===== src/rtl/mux_arb_pkg.sv =====
// Shared definitions for the 8-way arbiter family: state encoding, sizes
// and a small one-hot helper.
package mux_arb_pkg;

    localparam int NUM_REQ = 8;
    localparam int SEL_W   = 3;

    typedef enum logic [1:0] {
        IDLE  = 2'd0,
        GRANT = 2'd1,
        TURN  = 2'd2
    } arb_state_e;

    function automatic logic [NUM_REQ-1:0] to_onehot(input logic [SEL_W-1:0] idx);
        logic [NUM_REQ-1:0] oh;
        oh = '0;
        oh[idx] = 1'b1;
        return oh;
    endfunction

endpackage


===== src/rtl/rr_pick8.sv =====
// Combinational circular priority picker: the first set request bit at or
// after last+1 (mod 8) wins.
module rr_pick8
    import mux_arb_pkg::*;
(
    input  logic [NUM_REQ-1:0] req,
    input  logic [SEL_W-1:0]   last,
    output logic [SEL_W-1:0]   idx,
    output logic               found
);

    logic [SEL_W-1:0] probe;

    always_comb begin
        idx   = '0;
        found = 1'b0;
        probe = '0;
        for (int k = 1; k <= NUM_REQ; k++) begin
            probe = last + SEL_W'(k);
            if (!found && req[probe]) begin
                found = 1'b1;
                idx   = probe;
            end
        end
    end

endmodule


===== src/rtl/mux8_rr_arbiter.sv =====
// Round-robin arbiter owning the select lines of an 8:1 bit mux, with
// bounded hold time under contention and a registered data output.
module mux8_rr_arbiter
    import mux_arb_pkg::*;
#(
    parameter int MAX_HOLD = 15
) (
    input  logic               clk,
    input  logic               rst_n,
    input  logic [NUM_REQ-1:0] req,
    input  logic [NUM_REQ-1:0] d,
    output logic [NUM_REQ-1:0] gnt,
    output logic [SEL_W-1:0]   sel,
    output logic               busy,
    output logic               dout,
    output logic               dout_vld
);

    localparam logic [7:0] HOLD_LAST = (MAX_HOLD == 0) ? 8'd0 : 8'(MAX_HOLD - 1);

    arb_state_e         state, state_n;
    logic [SEL_W-1:0]   last, last_n;
    logic [7:0]         hold_cnt, hold_cnt_n;
    logic [NUM_REQ-1:0] gnt_n;
    logic [SEL_W-1:0]   sel_n;
    logic               busy_n, dout_n, dout_vld_n;

    logic [SEL_W-1:0]   pick_idx;
    logic               pick_found;
    logic               release_hit, preempt_hit;

    rr_pick8 u_pick (
        .req   (req),
        .last  (last),
        .idx   (pick_idx),
        .found (pick_found)
    );

    assign release_hit = !req[sel];
    assign preempt_hit = (MAX_HOLD != 0) && (hold_cnt == HOLD_LAST) && ((req & ~gnt) != '0);

    always_comb begin
        state_n    = state;
        last_n     = last;
        hold_cnt_n = hold_cnt;
        gnt_n      = gnt;
        sel_n      = sel;
        busy_n     = busy;
        dout_n     = busy ? d[sel] : 1'b0;
        dout_vld_n = busy;

        case (state)
            IDLE, TURN: begin
                if (pick_found) begin
                    state_n    = GRANT;
                    gnt_n      = to_onehot(pick_idx);
                    sel_n      = pick_idx;
                    last_n     = pick_idx;
                    busy_n     = 1'b1;
                    hold_cnt_n = '0;
                end else begin
                    state_n = IDLE;
                    gnt_n   = '0;
                    busy_n  = 1'b0;
                end
            end
            GRANT: begin
                // A release at the preemption threshold lands in TURN either way.
                if (release_hit || preempt_hit) begin
                    state_n = TURN;
                    gnt_n   = '0;
                    busy_n  = 1'b0;
                end else if (hold_cnt != HOLD_LAST) begin
                    hold_cnt_n = hold_cnt + 8'd1;
                end
            end
            default: begin
                state_n = IDLE;
                gnt_n   = '0;
                busy_n  = 1'b0;
            end
        endcase
    end

    always_ff @(posedge clk or negedge rst_n) begin
        if (!rst_n) begin
            state    <= IDLE;
            last     <= 3'd7;
            hold_cnt <= '0;
            gnt      <= '0;
            sel      <= '0;
            busy     <= 1'b0;
            dout     <= 1'b0;
            dout_vld <= 1'b0;
        end else begin
            state    <= state_n;
            last     <= last_n;
            hold_cnt <= hold_cnt_n;
            gnt      <= gnt_n;
            sel      <= sel_n;
            busy     <= busy_n;
            dout     <= dout_n;
            dout_vld <= dout_vld_n;
        end
    end

endmodule


===== config.mk =====
export PLATFORM = sky130hd
export DESIGN_NAME = mux8_rr_arbiter
export DESIGN_NICKNAME = d
export VERILOG_FILES = /design/src/rtl/mux_arb_pkg.sv /design/src/rtl/rr_pick8.sv /design/src/rtl/mux8_rr_arbiter.sv
export SDC_FILE = /design/constraint.sdc
export NUM_CORES = 1
export LEC_CHECK = 0
export ABC_CLOCK_PERIOD_IN_PS = 7100
export BUFFER_PORTS_ARGS = -buffer_cell sky130_fd_sc_hd__buf_2
export CORE_UTILIZATION = 40
export DETAILED_ROUTE_END_ITERATION = 8
export GPL_TIMING_DRIVEN = 0
export PLACE_DENSITY = 0.65
export REMOVE_ABC_BUFFERS = 1
export SYNTH_ARGS = -nofsm -noshare
export SYNTH_HDL_FRONTEND = slang
export SYNTH_SLANG_ARGS = --single-unit
export TNS_END_PERCENT = 10

===== constraint.sdc =====
create_clock -name clk -period 7.1 [get_ports clk]
set_input_delay 0.355 -clock clk [delete_from_list [all_inputs] [get_ports clk]]
set_output_delay 0.355 -clock clk [all_outputs]
set_load 0.02 [all_outputs]

[Word-level counts from Yosys, hierarchy flattened]
Index checks and enable logic that the tools add are counted.
W data, S select, Z words.
Operators by class
  bitwise operators: 2
  add/subtract/negate cells: 8
  order comparisons: 11
  reduce and logical (&&, ||, !) cells: 24
  equal/unequal tests: 8
  muxes and demuxes: 52
Operator list (count)
  $lt A3 B4 Y1 const B: 10
  $mux W8: 5
  $pmux W8 S2: 2
  $bmux W1 S3: 10
  $mux W3: 8
  $mux W1: 23
  $add A3 B3 Y3 const B: 4
  $logic_and A1 B1 Y1: 9
  $add A8 B1 Y8 const B: 1
  $and A8 B8 Y8: 1
  $eq A8 B4 Y1 const B: 1
  $logic_not A1 Y1: 8
  $ne A2 B2 Y1 const B: 4
  $ne A8 B4 Y1 const B: 1
  $not A8 Y8: 1
  $reduce_bool A8 Y1: 1
  $add A3 B2 Y3 const B: 2
  $pmux W2 S2: 1
  $reduce_and A4 Y1: 1
  $add A3 B1 Y3 const B: 1
  $demux W1 S3: 1
  $ge A3 B1 Y1 const B: 1
  $eq A2 B1 Y1 const B: 1
  $eq A2 B2 Y1 const B: 1
  other kinds (7): 7
Storage, ports and cells
  register bits after elaboration: 27

[Depth between registers and ports, before layout]
Gate-level depths: netlist (run 1).
  depth in word-level cells: 31
  gate-level depth with buffers: 14
  mapped depth without buffers: 9

[Cells and area by module]
Synthesis (run 1) repeated with hierarchy kept, for this count alone.
Unflattened totals
  cells, all modules: 229
  area, all modules: 2159.6 µm²
By module, submodules not included
  mux8_rr_arbiter: area each 1373.8 µm², instances 1, seq. area each 654.4 µm², cells an instance 136
  rr_pick8: area each 785.8 µm², instances 1, seq. area each 0.0 µm², cells an instance 93

[Worst setup path before layout (run 1)]
No wires, ideal clock.
  path type: register to register
  start: reg last[1]
  end: reg sel[1]
  data required time: 6.975 ns
  setup time: 0.125 ns
  data arrival time: 3.513 ns
  buffers on the path: 2
  path slack: 3.462 ns
  clock period less this slack: 3.638 ns
  cell stages (with the launch flop): 12
  cells stage by stage: dfstp_2 > buf_4 > clkbuf_1 > inv_1 > ha_1 > mux4_2 > mux2_4 > o32a_4 > o31ai_2 > mux2i_1 > o31ai_1 > mux2_2
On the way
  cells in the longest elaborated chain, start to end: 26
  elaborated cells between the ends (all ways): 54
  those cells by class: add/sub (7); mux (32); reduce/logical (15)
RTL lines
  start: declaration: RTL line mux8_rr_arbiter.sv:22  | logic [SEL_W-1:0] last, last_n;
  start signal: assignment: RTL line mux8_rr_arbiter.sv:97  | last <= last_n;
  $add A3 B1 Y3: RTL line rr_pick8.sv:19  | probe = last + SEL_W'(k);
  $bmux W1 S3: RTL line rr_pick8.sv:20  | if (!found && req[probe]) begin
  $mux W1 (implied by the code): RTL line rr_pick8.sv:20
  $mux W1: RTL line rr_pick8.sv:20
  $logic_not A1 Y1: RTL line rr_pick8.sv:20
  $logic_and A1 B1 Y1: RTL line rr_pick8.sv:20
  $mux W1: RTL line rr_pick8.sv:20
  $logic_not A1 Y1: RTL line rr_pick8.sv:20
  [10 not listed]
  $mux W1: RTL line rr_pick8.sv:20
  $logic_not A1 Y1: RTL line rr_pick8.sv:20
  $logic_and A1 B1 Y1: RTL line rr_pick8.sv:20
  $mux W1: RTL line rr_pick8.sv:20
  $logic_not A1 Y1: RTL line rr_pick8.sv:20
  $logic_and A1 B1 Y1: RTL line rr_pick8.sv:20
  $mux W1: RTL line rr_pick8.sv:20
  $reduce_and A2 Y1 (no line)
  end signal: assignment: RTL line mux8_rr_arbiter.sv:100  | sel <= sel_n;
  end: declaration: RTL line mux8_rr_arbiter.sv:13  | output logic [SEL_W-1:0] sel,
Parallel ways exist; a longest one is shown, timed or not. The select of a mux whose other input is x is not followed.
A chain may end at the register's enable or synchronous reset.

[Worst setup path in the final report (run 1)]
  start: reg last[0]
  end: reg gnt[6]
On the way
  cells in the longest elaborated chain, start to end: 31
  elaborated cells between the ends (all ways): 60
  those cells by class: add/sub (7); order compare (2); mux (36); reduce/logical (15)
RTL lines
  $add A3 B1 Y3: RTL line rr_pick8.sv:19
  $bmux W1 S3: RTL line rr_pick8.sv:20
  $mux W1 (implied by the code): RTL line rr_pick8.sv:20
  $mux W1: RTL line rr_pick8.sv:20
  $logic_not A1 Y1: RTL line rr_pick8.sv:20
  $logic_and A1 B1 Y1: RTL line rr_pick8.sv:20
  $mux W1: RTL line rr_pick8.sv:20
  $logic_not A1 Y1: RTL line rr_pick8.sv:20
  [15 not listed]
  $logic_and A1 B1 Y1: RTL line rr_pick8.sv:20
  $mux W3: RTL line rr_pick8.sv:20
  $lt A3 B4 Y1 (implied by the code) / $ge A3 B1 Y1 (equally long branches): RTL line mux_arb_pkg.sv:17  | oh[idx] = 1'b1;
  $logic_and A1 B1 Y1 (implied by the code): RTL line mux_arb_pkg.sv:17
  $mux W1 (implied by the code): RTL line mux_arb_pkg.sv:17
  $demux W1 S3: RTL line mux_arb_pkg.sv:17
  $mux W8 *: RTL line mux8_rr_arbiter.sv:54  | if (pick_found) begin
  $pmux W8 S2 *: RTL line mux8_rr_arbiter.sv:52  | case (state)
  end signal: assignment: RTL line mux8_rr_arbiter.sv:99  | gnt <= gnt_n;
  end: declaration: RTL line mux8_rr_arbiter.sv:12  | output logic [NUM_REQ-1:0] gnt,
Every way passes the cells marked *; elsewhere a longest branch is shown, timed or not. The select of a mux whose other input is x is not followed.

==> metrics.txt, run 1 <==
fill cell count 528; syn avg cell area 9.629 um2; clock root buffer clkbuf_8; grt ovf 0; post-cts repair resize count 0; Slew @ Worst Pin 0.8267 ns; Max-slew headroom 44.46%; CP Cell Sequence inv_1 -> ha_1 -> mux4_2 -> mux2_4 -> o32a_4 -> o311ai_1 -> o21ai_0 -> a31oi_1 -> o32ai_1; outcome finished clean; I/O pin count 32; Max FO, Critical Path 17; Residual DRC 0; Pins Over Slew Limit 0; Synth area leader dfrtp_1; number of buffers created by CTS 3; RSZ-0062 raised after global routing false; Startpoint Class register; Async SR Flop Fraction 100.0%; EDFF count, synth 0; clock buffer depth 2; Crit. End Element register; Setup TNS 0 ns; Top FF cell, synth dfrtp_1; initial antenna violation count 0; clk_skew 0.01005 ns; area of the multi-input gates 1615 um2; Skew-Pair Late Insertion Delay 0.27 ns; Setup CP Type reg -> reg; core area 5642 um2; largest net degree at the start of global routing 28; htree depth 1; Initial DRT Pass Iterations 4; Post-Syn Instances 250; cell area after synthesis 2407 um2; Layout Nets 294; WP data required 7.24 ns; chip width 79.58 um; total area of sequential cells 654.4 um2; via/cell ratio 6.128; number of hold buffers added after CTS 0; Num Clock Sinks 26; slowest CP cell dfstp_2; area grow syn2layout 10.71%; drt wl/cell 16.93 um; CTS clock-pin slew for the worst setup and hold paths 0.09 ns; Tmin final 4.395 ns; Starting Density 42.67%; most frequent cells in the layout buf_2 (31), nand2_1 (27), dfrtp_1 (23), mux2i_1 (18), inv_1 (17); Tcrit/Tclk final 61.90%; first-pass GRT wire length 9832 um; Cell variety after synth 60; number of synthesis warnings 0; CTS tree yes; via count 2,102; flops & latches, synth 26; commonest non-fill, non-tap cell in the layout buf_2; vias in the first global route 1,994; largest cells by area after synthesis dfrtp_1 (24%), mux4_2 (12%), mux2i_1 (7.5%); dpl hpwl 4380 um; share of cells above drive strength 1 25.83%; Worst Hold Class in -> async; max incr delay on CP 0.77 ns; num rows 27; IO Port Bufs 31; final RePlAce weighted congestion 0.8454; Seq/Total Area, Yosys 27.18%; DRT Wirelength 5806 um; worst setup path start last[0]$_DFFE_PN1P_; post-CTS setup buffers 0; fmax 227.5 MHz; Synth top area share 23.91%; final count of negative-setup-slack endpoints 0; max-cap violation count 0; Fin. Hold Viols 0; Die Y-Extent 79.58 um; antenna viol nets, final 0; GRT Total Usage 19.63%; RR Startpoint last[0]$_DFFE_PN1P_; # diodes 0; Die ar. 6332 um2; Worst EP arrival 4.53 ns; Initial DRC Count 114
[metal layers]
metal	part of all wire [%]	track usage, %
met5	0	0
met4	0.24	3.273
met3	5.1	2.743
met2	46	30.85
met1	48	28.89
[cells by family (layout without fill, tap and decap cells)]
| kind of cell | Yosys count | after routing | synth area share, % |
|---|---|---|---|
| compound gates | 68 | 68 | 21.99 |
| xor+xnor | 3 | 3 | 1.092 |
| fa+ha+maj | 4 | 4 | 2.079 |
| buf+inv | 32 | 53 | 5.873 |
| flops | 26 | 26 | 27.18 |
| mux | 39 | 39 | 24.79 |
| simple gates | 78 | 78 | 17.00 |
[flip-flops by register name (all words and copies together), names as in the netlist]
name	cells
last	3
state	2
dout	1
hold_cnt	8
sel	3
dout_vld	1
gnt	8
[synthesized netlist by cell type (2+ instances only)]
cell	instances
buf_2	4
or2_2	5
nor2_1	12
a21oi_1	12
mux2_2	5
inv_1	17
dfstp_2	3
mux4_2	13
o21bai_1	2
o22ai_1	4
o32ai_1	3
nand2b_1	11
a211oi_1	6
buf_4	2
mux2i_1	18
ha_1	4
xor2_1	3
a32o_1	5
o21ai_0	4
mux4_1	2
a22o_1	3
nand4_1	3
o31ai_1	6
nor3_1	4
o22a_1	2
and2_1	3
dfrtp_1	23
nand4b_1	2
o221ai_1	2
and3_1	2
a31oi_1	3
nand3_1	3
clkbuf_1	6
nand2_1	27
[area by class of cell]
| cell class | count | share of cell area [%] |
|---|---|---|
| clock buffers | 3 | 1.549 |
| clock inverters | 1 | 1.127 |
| inverters | 17 | 2.394 |
| multi-input cells | 192 | 60.61 |
| flip-flops and latches | 26 | 24.55 |
| well taps | 72 | 3.380 |
| repair buffers | 32 | 6.385 |
[stage by stage]
step | area (um2) | util, % | cells | setup WS [ns] | hold slack [ns]
finish | 2665 | 47.24 | 343 | 2.705 | 0.07183
global route | 2665 | 47.24 | 343 | 2.495 | 0.1161
CTS | 2665 | 47.24 | 343 | 2.751 | 0.08525
detailed placement | 2594 | 45.97 | 339 | 2.769 | 0.3919
global placement | 2575 | 45.64 | 338 | 1.614 | 0.3878
floorplan | 2330 | - | 235 | 2.584 | 0.05941
[critical path, delay by kind of cell (launching register included)]
kind / cells / cell delay [ns]
DFF: 1 / 0.77
adders and majority gates: 1 / 0.75
buffers and inverters: 1 / 0.29
AOI/OAI and AO/OA: 5 / 1.50
muxes: 2 / 0.96
[path summary, 6_finish.rpt]
path	slack, ns	depth (start not counted)	endpoint
max	2.70	9	gnt[6]$_DFFE_PN0P_
min	0.07	1	gnt[4]$_DFFE_PN0P_
min reg2reg	0.53	2	gnt[4]$_DFFE_PN0P_
max in group asynchronous	6.65	1	last[0]$_DFFE_PN1P_
min in group clk	0.53	2	gnt[4]$_DFFE_PN0P_
max reg2reg	2.70	9	gnt[6]$_DFFE_PN0P_
Power of run 1 is not shown: default switching activity piles up to over one toggle a cycle in this logic, so the estimate is an artifact.
==> run 2, diff against run 1 <==
- ABC_CLOCK_PERIOD_IN_PS: 7100 -> 3700
- PLACE_DENSITY: 0.65 -> 0.67
- clock period: 7.1 -> 3.7 ns (I/O delays scaled with it)
==> metrics.txt, run 2 (synthesis gave the netlist of run 1 again) <==
Skew-Pair Late Insertion Delay 0.27 ns (about the same); # diodes 0 (unchanged); Max FO, Critical Path 12 (-5); share of cells above drive strength 1 31.47% (+5.6 points); total area of sequential cells 661.9 um2 (+1.1%); Worst Hold Launch d[6]; RSZ-0062 raised after global routing false; number of buffers created by CTS 3 (unchanged); area grow syn2layout 17.20%; worst setup path start last[0]$_DFFE_PN1P_; Layout Nets 309 (+5.1%); outcome finished clean; Max-slew headroom 53.02% (+8.6 points); WP data required 3.87 ns (-3.37 ns); via/cell ratio 6.120 (-0.13%); Tmin final 3.555 ns (-0.8403 ns); Startpoint Class register; RR Startpoint last[0]$_DFFE_PN1P_; initial antenna violation count 0 (unchanged); antenna viol nets, final 0 (unchanged); area of the multi-input gates 1672 um2 (+3.5%); clock root buffer clkbuf_8; I/O pin count 32 (unchanged); Worst Hold Class in -> reg; most frequent cells in the layout buf_2 (31), nand2_1 (27), dfrtp_1 (23), mux2i_1 (17), inv_1 (16); final RePlAce weighted congestion 0.8281 (-2.0%); Fin. Hold Viols 0 (unchanged); WHS 0.4123 ns (+0.3405 ns); first-pass GRT wire length 9604 um (-2.3%); clk_skew 0.002171 ns (-0.007881 ns); dpl hpwl 4301 um (-1.8%); Num Clock Sinks 26 (unchanged); Worst EP arrival 3.72 ns (-0.81 ns); core area 5642 um2 (unchanged); IO Port Bufs 31 (unchanged); GRT Total Usage 19.49% (-0.14 points); Pins Over Slew Limit 0 (unchanged); commonest non-fill, non-tap cell in the layout buf_2; Setup CP Type reg -> reg; fmax 281.3 MHz (+24%); slowest CP cell dfstp_4; Tcrit/Tclk final 96.08% (+34 points); fill cell count 506 (-4.2%); max-cap violation count 0 (unchanged); Starting Density 42.67% (unchanged); Initial DRC Count 181 (+59%); DRT Wirelength 5979 um (+3.0%); Largest regs gnt x8, hold_cnt x8; final count of negative-setup-slack endpoints 0 (unchanged); R2R Setup Slk 0.15 ns (-2.56 ns); Die Y-Extent 79.58 um (unchanged); CTS tree yes; htree depth 1 (unchanged); CTS clock-pin slew for the worst setup and hold paths 0.08 ns (about the same); Slew @ Worst Pin 0.6987 ns (-0.1280 ns); vias in the first global route 1,930 (-3.2%); largest net degree at the start of global routing 27 (-3.6%); CP Cell Sequence clkinvlp_4 -> ha_4 -> mux4_2 -> mux2_4 -> o32a_4 -> nor4b_4 -> o211ai_1 -> a31o_1 -> a32o_1; via count 2,191 (+4.2%); delay-heaviest family, CP compound AO/OA/AOI/OAI gates; Die ar. 6332 um2 (unchanged); clock buffer depth 2 (unchanged); chip width 79.58 um (unchanged); max incr delay on CP 0.71 ns (-0.06 ns); drt wl/cell 16.70 um (-1.3%); Initial DRT Pass Iterations 5 (+1); num rows 27 (unchanged); Buf/Inv on CP 1 (unchanged); Residual DRC 0 (unchanged); Crit. End Element register; grt ovf 0 (unchanged)
==> run 2: final timing paths <==
check | endpoint | cells past startpoint
worst max-delay path | gnt[2]$_DFFE_PN0P_ | 9
worst min-delay path | dout$_DFF_PN0_ | 4
worst max register to register | gnt[2]$_DFFE_PN0P_ | 9
worst min register to register | gnt[2]$_DFFE_PN0P_ | 1
max in group asynchronous | gnt[5]$_DFFE_PN0P_ | 2
min in group asynchronous | dout_vld$_DFF_PN0_ | 2
==> run 2: cell type report <==
class	instances	share of cell area, %
Sequential cell	26	23.46
Timing Repair Buffer	47	10.11
Tap cell	72	3.193
Inverter	17	2.395
Multi-Input combinational cell	192	59.25
Clock buffer	4	1.596
==> run 2: per-stage QoR <==
stage	utilization, %	instances	cell area (um2)	setup slack, ns	TNS, ns
after floorplan	-	235	2330	-0.8155	-11.98
after global placement	45.64	338	2575	-1.758	-31.90
after detailed placement	45.97	339	2594	-0.7525	-12.26
after CTS	48.59	350	2741	0.03180	0
after global routing	50.01	358	2821	0.01625	0
final	50.01	358	2821	0.1452	0
==> run 2: layer usage <==
metal / routed length, um / global-route usage, % / vias up
met5: 0 / 0 / -
met4: 38 / 5.273 / 0
li1: - / - / 1031
met2: 2820 / 29.06 / 76
met1: 2715 / 29.28 / 1079
met3: 404 / 2.629 / 5
==> run 2: repair_timing <==
item | 4_1_cts | 5_1_grt
setup buffers | 6 | 8
pin swaps | 3 | 1
cloned | 0 | 0
hold endpoints to repair | 23 | 0
hold buffers | 1 | 0
endpoints found under the setup margin | 23 | 11
gates resized for setup | 9 | 4
==> run 2: worst register-to-register path, stage by stage, from the launching register on <==
cell and delay, ns:
dfstp_4 0.71, clkinvlp_4 0.17, ha_4 0.33, mux4_2 0.56, mux2_4 0.31, o32a_4 0.26
nor4b_4 0.33, o211ai_1 0.18, a31o_1 0.35, a32o_1 0.26
Power of run 2 is left out for the same reason.
==> run 3, diff against run 2 <==
- CELL_PAD_IN_SITES_DETAIL_PLACEMENT: not set -> 2
- CELL_PAD_IN_SITES_GLOBAL_PLACEMENT: not set -> 2
- CORE_UTILIZATION: 40 -> 33
- PLACE_DENSITY: 0.67 -> 0.82
- RECOVER_POWER: not set -> 50
- SLEW_MARGIN: not set -> 20
==> metrics.txt, run 3 (synthesis gave the netlist of run 1 again) <==
IO Port Bufs 31 (unchanged); clock buffer depth 2 (unchanged); drt wl/cell 22.92 um (+37%); Max-slew headroom 3.028% (-50 points); wire length on met3 313 um (-23%); Worst EP arrival 3.79 ns (+0.07 ns); RSZ-0062 raised after global routing false; Initial DRT Pass Iterations 4 (-1); Largest regs gnt x8, hold_cnt x8; first-pass GRT wire length 13,700 um (+43%); number of buffers created by CTS 3 (unchanged); Cell Count, Final, Fillers Out 379 (+5.9%); Skew-Pair Late Insertion Delay 0.27 ns (about the same); Layout Nets 306 (-0.97%); grt ovf 0 (unchanged); Worst Hold Class in -> reg; Residual DRC 0 (unchanged); outcome finished clean; Starting Density 34.86% (-7.8 points); commonest non-fill, non-tap cell in the layout nand2_1; most frequent cells in the layout nand2_1 (27), buf_2 (26), dfrtp_1 (23), inv_1 (16), mux2i_1 (16); DRT Wirelength 8688 um (+45%); Initial DRC Count 155 (-14%); via count 2,308 (+5.3%); Fin. Hold Viols 0 (unchanged); Final WS setup 0.06962 ns (-0.07559 ns); largest net degree at the start of global routing 27 (unchanged); max-cap violation count 0 (unchanged); WP data required 3.86 ns (about the same); # diodes 0 (unchanged); Tcrit/Tclk final 98.12% (+2.0 points); Startpoint Class register; via/cell ratio 6.090 (-0.50%); dpl hpwl 5795 um (+35%); DR top layer met4; num rows 30 (+11%); Tmin final 3.630 ns (+0.07559 ns); CTS clock-pin slew for the worst setup and hold paths 0.09 ns (about the same); GRT Total Usage 23.90% (+4.4 points); Die ar. 7641 um2 (+21%); Setup CP Type reg -> reg; chip width 87.41 um (+9.8%); clk_skew 0.002929 ns (+0.0007587 ns); core area 6907 um2 (+22%); Pins Over Slew Limit 0 (unchanged); Place WS -0.9298 ns (-0.1773 ns); Max FO, Critical Path 6 (-6); antenna viol nets, final 0 (unchanged); clock root buffer clkbuf_8; initial antenna violation count 0 (unchanged); Crit. End Element register; htree depth 1 (unchanged); met2 wire len 4342 um (+54%); DRT met1 WL 3877 um (+43%); Num Clock Sinks 26 (unchanged); CTS tree yes; fmax 275.5 MHz (-2.1%); final RePlAce weighted congestion 0.8942 (+8.0%); DP Cell Count 363 (+7.1%); vias in the first global route 2,477 (+28%); final count of negative-setup-slack endpoints 0 (unchanged); Die Y-Extent 87.41 um (+9.8%); Slew @ Worst Pin 1.455 ns (+0.7558 ns); I/O pin count 32 (unchanged); share of cells above drive strength 1 30.04% (-1.4 points); area grow syn2layout 18.66%
-- run 3: cell types whose count changed in the layout (fill, tap and decap cells not counted), sizes merged --
cell    change
bufinv      +1
buf         -8
clkbuf      +4
-- run 3: path summary, 6_finish.rpt --
| kind | end | slack [ns] | cells past startpoint | from |
|---|---|---|---|---|
| min in group asynchronous | dout$_DFF_PN0_ | 0.79 | 2 | rst_n |
| worst max-delay path | gnt[3]$_DFFE_PN0P_ | 0.07 | 9 | last[0]$_DFFE_PN1P_ |
| max in group asynchronous | gnt[7]$_DFFE_PN0P_ | 2.07 | 2 | rst_n |
| worst min register to register | hold_cnt[3]$_DFFE_PN0P_ | 0.54 | 2 | hold_cnt[3]$_DFFE_PN0P_ |
| worst max register to register | gnt[3]$_DFFE_PN0P_ | 0.07 | 9 | last[0]$_DFFE_PN1P_ |
| worst min-delay path | dout$_DFF_PN0_ | 0.43 | 4 | d[0] |
-- run 3: worst max-delay path, cell delays in order (launching register included) --
cell	delay, ns
dfstp_4	0.65
clkinvlp_4	0.12
ha_4	0.35
mux4_2	0.58
mux2_4	0.33
o32a_4	0.27
o31ai_4	0.34
mux2i_2	0.31
o31ai_1	0.23
a32o_1	0.33
-- run 3: layout make-up --
class                           count  area [um2]
Sequential cell                    26       661.9
Tap cell                           96       120.1
Inverter                           17       67.56
Timing Repair Buffer               44       252.7
Clock buffer                        3       41.29
Multi-Input combinational cell    192        1683
Clock inverter                      1       30.03
Fill cell                         778        4050
-- run 3: what timing repair did --
| action | in CTS | in global routing |
|---|---|---|
| setup endpoints to repair | 23 | 13 |
| hold endpoints to repair | 23 | 0 |
| buffers inserted | 11 | 0 |
| pin swaps | 3 | 0 |
| hold buffers | 1 | 0 |
| gates resized for setup | 10 | 4 |
-- run 3: metal layers --
metal	track usage [%]	vias to the layer above
met5	0	-
met4	8.197	0
met3	2.938	12
met2	39.42	60
met1	32.36	1214
li1	-	1022
-- run 3: through the flow --
step / cell area [um2] / util (%) / hold slack, ns / TNS [ns]
after global routing: 2856 / 41.36 / 0.4434 / 0
after global placement: 2605 / 37.72 / 0.2264 / -33.29
final: 2856 / 41.36 / 0.4334 / 0
after CTS: 2843 / 41.16 / 0.4433 / 0
after detailed placement: 2620 / 37.93 / 0.2273 / -16.21
after floorplan: 2330 / - / -0.1106 / -11.98
Power of run 3 is left out for the same reason.
